<file path="config.mk">
export PLATFORM = sky130hd
export DESIGN_NAME = vga_ctrl
export DESIGN_NICKNAME = d
export VERILOG_FILES = /design/src/rtl/vga_ctrl.sv
export SDC_FILE = /design/constraint.sdc
export NUM_CORES = 1
export LEC_CHECK = 0
export CAP_MARGIN = 0
export CORE_MARGIN = 3
export CORE_UTILIZATION = 52
export CTS_CLUSTER_SIZE = 40
export DETAILED_ROUTE_END_ITERATION = 8
export HOLD_SLACK_MARGIN = 0.15
export PLACE_DENSITY = 0.81
export SYNTH_ARGS = -nofsm -noshare
export SYNTH_HDL_FRONTEND = slang
export SYNTH_SLANG_ARGS = --single-unit
</file>
<file path="constraint.sdc">
create_clock -name clk -period 4.5 [get_ports clk]
set_input_delay 0.9 -clock clk [delete_from_list [all_inputs] [get_ports clk]]
set_output_delay 0.9 -clock clk [all_outputs]
set_load 0.01 [all_outputs]
</file>
<file path="src/rtl/vga_ctrl.sv">
// vga_ctrl: 640x480@60 VGA timing generator. Issues the imemory read address
// and registers colour/syncs one pixel period behind it so all pins stay aligned.
module vga_ctrl #(
    parameter int CLK_DIV = 4,
    parameter int H_VIS   = 640,
    parameter int H_FP    = 16,
    parameter int H_SYNC  = 96,
    parameter int H_BP    = 48,
    parameter int V_VIS   = 480,
    parameter int V_FP    = 10,
    parameter int V_SYNC  = 2,
    parameter int V_BP    = 33
) (
    input  logic        clk,
    input  logic        rst,
    input  logic        en,
    output logic [9:0]  pixel_x,
    output logic [9:0]  pixel_y,
    input  logic [11:0] rgb_in,
    output logic [3:0]  vga_r,
    output logic [3:0]  vga_g,
    output logic [3:0]  vga_b,
    output logic        hsync,
    output logic        vsync,
    output logic        video_on,
    output logic        frame_start
);

    localparam int DW = (CLK_DIV > 1) ? $clog2(CLK_DIV) : 1;
    localparam logic [DW-1:0] DIV_LAST = DW'(CLK_DIV - 1);

    localparam logic [9:0] H_VIS_C = 10'(H_VIS);
    localparam logic [9:0] H_LAST  = 10'(H_VIS + H_FP + H_SYNC + H_BP - 1);
    localparam logic [9:0] HS_BEG  = 10'(H_VIS + H_FP);
    localparam logic [9:0] HS_END  = 10'(H_VIS + H_FP + H_SYNC - 1);
    localparam logic [9:0] V_VIS_C = 10'(V_VIS);
    localparam logic [9:0] V_LAST  = 10'(V_VIS + V_FP + V_SYNC + V_BP - 1);
    localparam logic [9:0] VS_BEG  = 10'(V_VIS + V_FP);
    localparam logic [9:0] VS_END  = 10'(V_VIS + V_FP + V_SYNC - 1);

    logic [DW-1:0] div;
    logic [9:0]    h;
    logic [9:0]    v;
    logic          run;
    logic [11:0]   colour;
    logic          tick;
    logic          h_last;
    logic          v_last;
    logic          visible;
    logic          in_hs;
    logic          in_vs;

    always_comb begin
        tick    = (div == DIV_LAST);
        h_last  = (h == H_LAST);
        v_last  = (v == V_LAST);
        visible = (h < H_VIS_C) && (v < V_VIS_C);
        in_hs   = (h >= HS_BEG) && (h <= HS_END);
        in_vs   = (v >= VS_BEG) && (v <= VS_END);
    end

    // Address comes straight off the counter flops; only the visible mux follows.
    assign pixel_x = visible ? h : '0;
    assign pixel_y = visible ? v : '0;

    always_ff @(posedge clk or negedge rst) begin
        if (!rst) begin
            div <= '0;
            h   <= '0;
            v   <= '0;
        end else if (!en) begin
            div <= '0;
            h   <= '0;
            v   <= '0;
        end else if (tick) begin
            div <= '0;
            if (h_last) begin
                h <= '0;
                v <= v_last ? '0 : v + 10'd1;
            end else begin
                h <= h + 10'd1;
            end
        end else begin
            div <= div + DW'(1);
        end
    end

    // Output stage samples pre-increment counters, so pins lag the address by one pixel.
    always_ff @(posedge clk or negedge rst) begin
        if (!rst) begin
            run         <= 1'b0;
            colour      <= '0;
            video_on    <= 1'b0;
            hsync       <= 1'b1;
            vsync       <= 1'b1;
            frame_start <= 1'b0;
        end else if (!en) begin
            run         <= 1'b0;
            colour      <= '0;
            video_on    <= 1'b0;
            hsync       <= 1'b1;
            vsync       <= 1'b1;
            frame_start <= 1'b0;
        end else begin
            run         <= 1'b1;
            frame_start <= ~run | (tick & h_last & v_last);
            if (tick) begin
                video_on <= visible;
                colour   <= visible ? rgb_in : '0;
                hsync    <= ~in_hs;
                vsync    <= ~in_vs;
            end
        end
    end

    assign vga_r = colour[11:8];
    assign vga_g = colour[7:4];
    assign vga_b = colour[3:0];

endmodule

</file>
* After elaboration in Yosys (flattened, before gate mapping)
Cells that the tools add are included.
Storage, ports and cells: bits in registers 39, input port bits 15, output and inout port bits 36, word-level logic and storage cells 55
Operators by class: reductions and logical operators 4, muxes and demuxes 22, eq/ne operators 5, bitwise gates (word level) 6, $add $sub $neg 3, order comparisons 6
Operators with widths (count):
- two-way mux 10 bit | 9
- two-way mux 12 bit | 3
- adder 10 x 1 -> 10 bit, second input constant | 2
- == test 10 bit, second input constant | 2
- >= comparator 10 bit, second input constant | 1
- >= comparator 10 x 9 -> 1 bit, second input constant | 1
- <= comparator 10 bit, second input constant | 1
- <= comparator 10 x 9 -> 1 bit, second input constant | 1
- < comparator 10 bit, second input constant | 1
- < comparator 10 x 9 -> 1 bit, second input constant | 1
- two-way mux 1 bit | 8
- two-way mux 2 bit | 2
- != test 2 x 1 -> 1 bit, second input constant | 2
- logical AND 1 bit | 3
- inverter 1 bit | 3
- adder 2 x 1 -> 2 bit, second input constant | 1
- bitwise AND 1 bit | 2
- == test 2 bit, second input constant | 1
- AND reduction 2 bit | 1
- bitwise OR 1 bit | 1

* Longest topological paths before layout
word-level depth 5, depth in mapped cells 7, mapped depth without buffers 6

* Worst setup path before layout
No wires, ideal clock.
path type register -> output, from register v[5], to output port pixel_x[5], arrival time 1.535 ns, cell stages (with the launch flop) 6, data required time 3.600 ns, buffers on the path 2, setup slack 2.065 ns, path through dfrtp_1 -> and4_1 -> clkbuf_1 -> nor3_2 -> clkbuf_1 -> and2_1
On the way: cells in the longest elaborated chain, start to end 3
Ends and longest elaborated chain:
- start: declaration | RTL line 43 | logic [9:0] v;
- start signal: assignment | RTL line 79 | v <= v_last ? '0 : v + 10'd1;
- < comparator 10 x 9 -> 1 bit | RTL line 57 | visible = (h < H_VIS_C) && (v < V_VIS_C);
- logical AND 1 bit | RTL line 57
- two-way mux 10 bit | RTL line 63 | assign pixel_x = visible ? h : '0;
- end: declaration | RTL line 17 | output logic [9:0] pixel_x,
No other way between the ends.

* Final worst setup path
from register v[5], to output port pixel_y[3]
On the way: cells in the longest elaborated chain, start to end 3
Ends and longest elaborated chain:
- < comparator 10 x 9 -> 1 bit | RTL line 57
- logical AND 1 bit | RTL line 57
- two-way mux 10 bit | RTL line 64 | assign pixel_y = visible ? v : '0;
- end: declaration | RTL line 18 | output logic [9:0] pixel_y,
No other way between the ends.

==> impl_metrics.ini <==
[clocking]
post_cts_buffers = 0
clk-insertion-delay-late_ns = 0.29
clk_pin_slew_worst_paths_ns = 0.07
post_cts_resized = 0
cts_buffer_depth = 2
cts_made_buffers = 5
cts_root_buf = clkbuf_8
htreeDepth = 2
postCtsHoldBufs = 0
clock_sinks = 39
cts_tree = yes

[synthesis]
syn_inst = 230
yosys_warnings = 0
synth_fp_nets = 250
netlist_top_cells_area = dfrtp_1 44%, a21oi_1 6.2%, and2_1 5.7%
synth_seq_cells = 39
synth_most_common_cell = dfrtp_1
ys_seq_area_share_pct = 46.6
async_flop_share_pct = 100
synth_edf_count = 0
synthFlopType = dfrtp_1
ys_types = 38
synthTopCellsByCount = 37 x dfrtp_1, 26 x a21oi_1, 19 x and2_1, 19 x nand3_1, 15 x nand2b_1
synth_top_area_share_pct = 44.1
synth_area_mm2 = 0.00210
synth_top_area_cell = dfrtp_1
syn_avg_cell_area_um2 = 9.13

[route]
route.met3.wl_um = 292
top_layer = met4
via_per_inst = 5.64
postRouteAntennaNets = 0
vias = 1815
met2_length_mm = 2.18
drt-met1-wl_mm = 2.23
drc_errors = 0
postRouteWirelength_mm = 4.76
wl_per_cell_um = 14.8
drt_pass1_iterations = 4
drtIter0Drc = 120

[finish]
drive_above_1_share_pct = 5.11
areaGrowthSynthToFinish_pct = 27.0
n_antenna_cell = 0
fin_cells = 322
fin_nets = 293

[setup_path]
cp_slowest_cell = clkdlybuf4s50_1
required_ns = 3.60
max_stage_delay_ns = 0.53
worst_setup_path_end_kind = output pin
setup.worst_path.start_class = flop
reg2reg_depth = 4
r2r-end = v[9]
worstPathArrival_ns = 2.41
worst-path-buf-inv = 2
rrSetupSlack_ns = 2.48
worstPathMaxFanout = 21
crit_type = reg -> out
reg2reg_from = h[5]
crit_chain = and4_1 -> nor3_2 -> buf_4 -> and2_1 -> clkdlybuf4s50_1
path_delay_family = buffers and inverters

[power_and_ir_drop]
p_leak_nw = 1.06
p_per_area_mw_per_mm2 = 242
ir_drop_v = 0.000212

[sta]
tightest_slew_ns = 0.869
maxSlewHeadroom_pct = 42.1
fin_worst_skew_ns = 0.00437
rsz0062_at_grt = false
drv_slew = 0
fmaxAchievable_mhz = 302
min_period_over_period_pct = 73.6
setup_viol = 0
period_needed_ns = 3.31
hold_viol_final = 0
final.setup.tns_ns = 0

[floorplanning]
ios = 51
dieArea_mm2 = 0.00484
start_util_pct = 55.7
rows = 22
die_w_um = 69.6
core_region_area_mm2 = 0.00377
die-height_um = 69.6

[status]
status = completed

[worst_hold_path]
hold_path.class = reg -> reg
min_from = div[0]
hold_path_depth = 1
hold_end = div[0]

[grt]
grt_overflow_total = 0
grt_pass1_vias = 1714
grt_max_degree = 40
track_usage_pct = 21.1
grt_pass1_wl_mm = 8.18
antenna_found_initial = 0

[placement]
gp_congestion = 0.929
dp_hpwl_mm = 3.27
dp_cells = 314
port_buffers = 49

[job]
max_cap_viol_count = 0
## worst register-to-register path: stages, from the launching register on
cell	delay, ns
dfrtp_1	0.45
or2_1	0.34
o31a_1	0.48
or4_1	0.51
a21oi_1	0.15
## through the flow
step                instance area [µm²]  utilization [%]  hold WS [ns]  power [mW]  setup WS, ns
finish                             2670             70.8         0.426       0.645          1.19
global route                       2670             70.8         0.455       0.670          1.04
CTS                                2670             70.8         0.431       0.650          1.19
detailed placement                 2580             68.5         0.421       0.425          1.52
global placement                   2580             68.5         0.423       0.425          1.58
floorplan                          2100                -         0.403       0.393          2.07
## cell usage in the layout, fill, tap and decap left out, drive strengths merged, types with 3 or more instances in the layout
cell type	Yosys	routed
buf	6	3
o31ai	3	3
nand4	5	5
inv	7	7
nor3	3	3
o21a	3	3
xor2	5	5
or3	7	7
nand3	19	19
nand2b	15	15
nor2	11	11
clkbuf	9	6
and2	19	19
and3	4	4
clkdlybuf4s50	0	48
a21oi	26	26
or4	3	3
nor4	6	6
ha	5	5
nand2	12	12
o21ai	9	9
dfrtp	37	37
## logic make-up (layout without fill, tap and decap cells)
group,count (synthesis),in the layout,synth area share [%]
other cells,1,1,0.179
compound gates,45,45,12.3
mux,1,1,0.476
fa+ha+maj,5,5,2.98
simple gates,111,111,30.0
flops,39,39,46.6
buf+inv,22,66,4.94
xor+xnor,6,6,2.50
## how the worst max path moves through the flow
stage               depth (start not counted)  from  slack (ns)         end
floorplan                                   5  v[5]        2.07  pixel_x[5]
global placement                            5  v[5]        1.58  pixel_y[7]
detailed placement                          5  v[5]        1.52  pixel_y[5]
CTS                                         5  v[5]        1.19  pixel_y[4]
global route                                5  v[5]        1.04  pixel_y[5]
finish                                      5  v[5]        1.19  pixel_y[3]
## area by class of cell
class | count | area [µm²]
Timing Repair Buffer | 51 | 500
Clock inverter | 2 | 12.5
Multi-Input combinational cell | 169 | 1020
Fill cell | 325 | 1100
Tap cell | 48 | 60.1
Clock buffer | 6 | 72.6
Sequential cell | 39 | 978
Inverter | 7 | 26.3
## per-layer routing
layer,up-vias,global-route usage (%)
met2,56,31.3
met1,862,29.6
met5,-,0
met3,7,7.10
li1,890,-
met4,0,6.07
## state kept, by name (all words and copies together) (netlist names)
| name | flops |
|---|---|
| run | 1 |
| v | 10 |
| frame_start | 1 |
| h | 10 |
| hsync | 1 |
| vsync | 1 |
| video_on | 1 |
| colour | 12 |
| div | 2 |
## power breakdown
part / switching (mW) / total [mW] / internal (mW)
logic: 0.0299 / 0.0572 / 0.0273
clock network: 0.119 / 0.227 / 0.108
registers: 0.00343 / 0.361 / 0.357
total: 0.152 / 0.645 / 0.493
(Power assumes the default switching activity.)
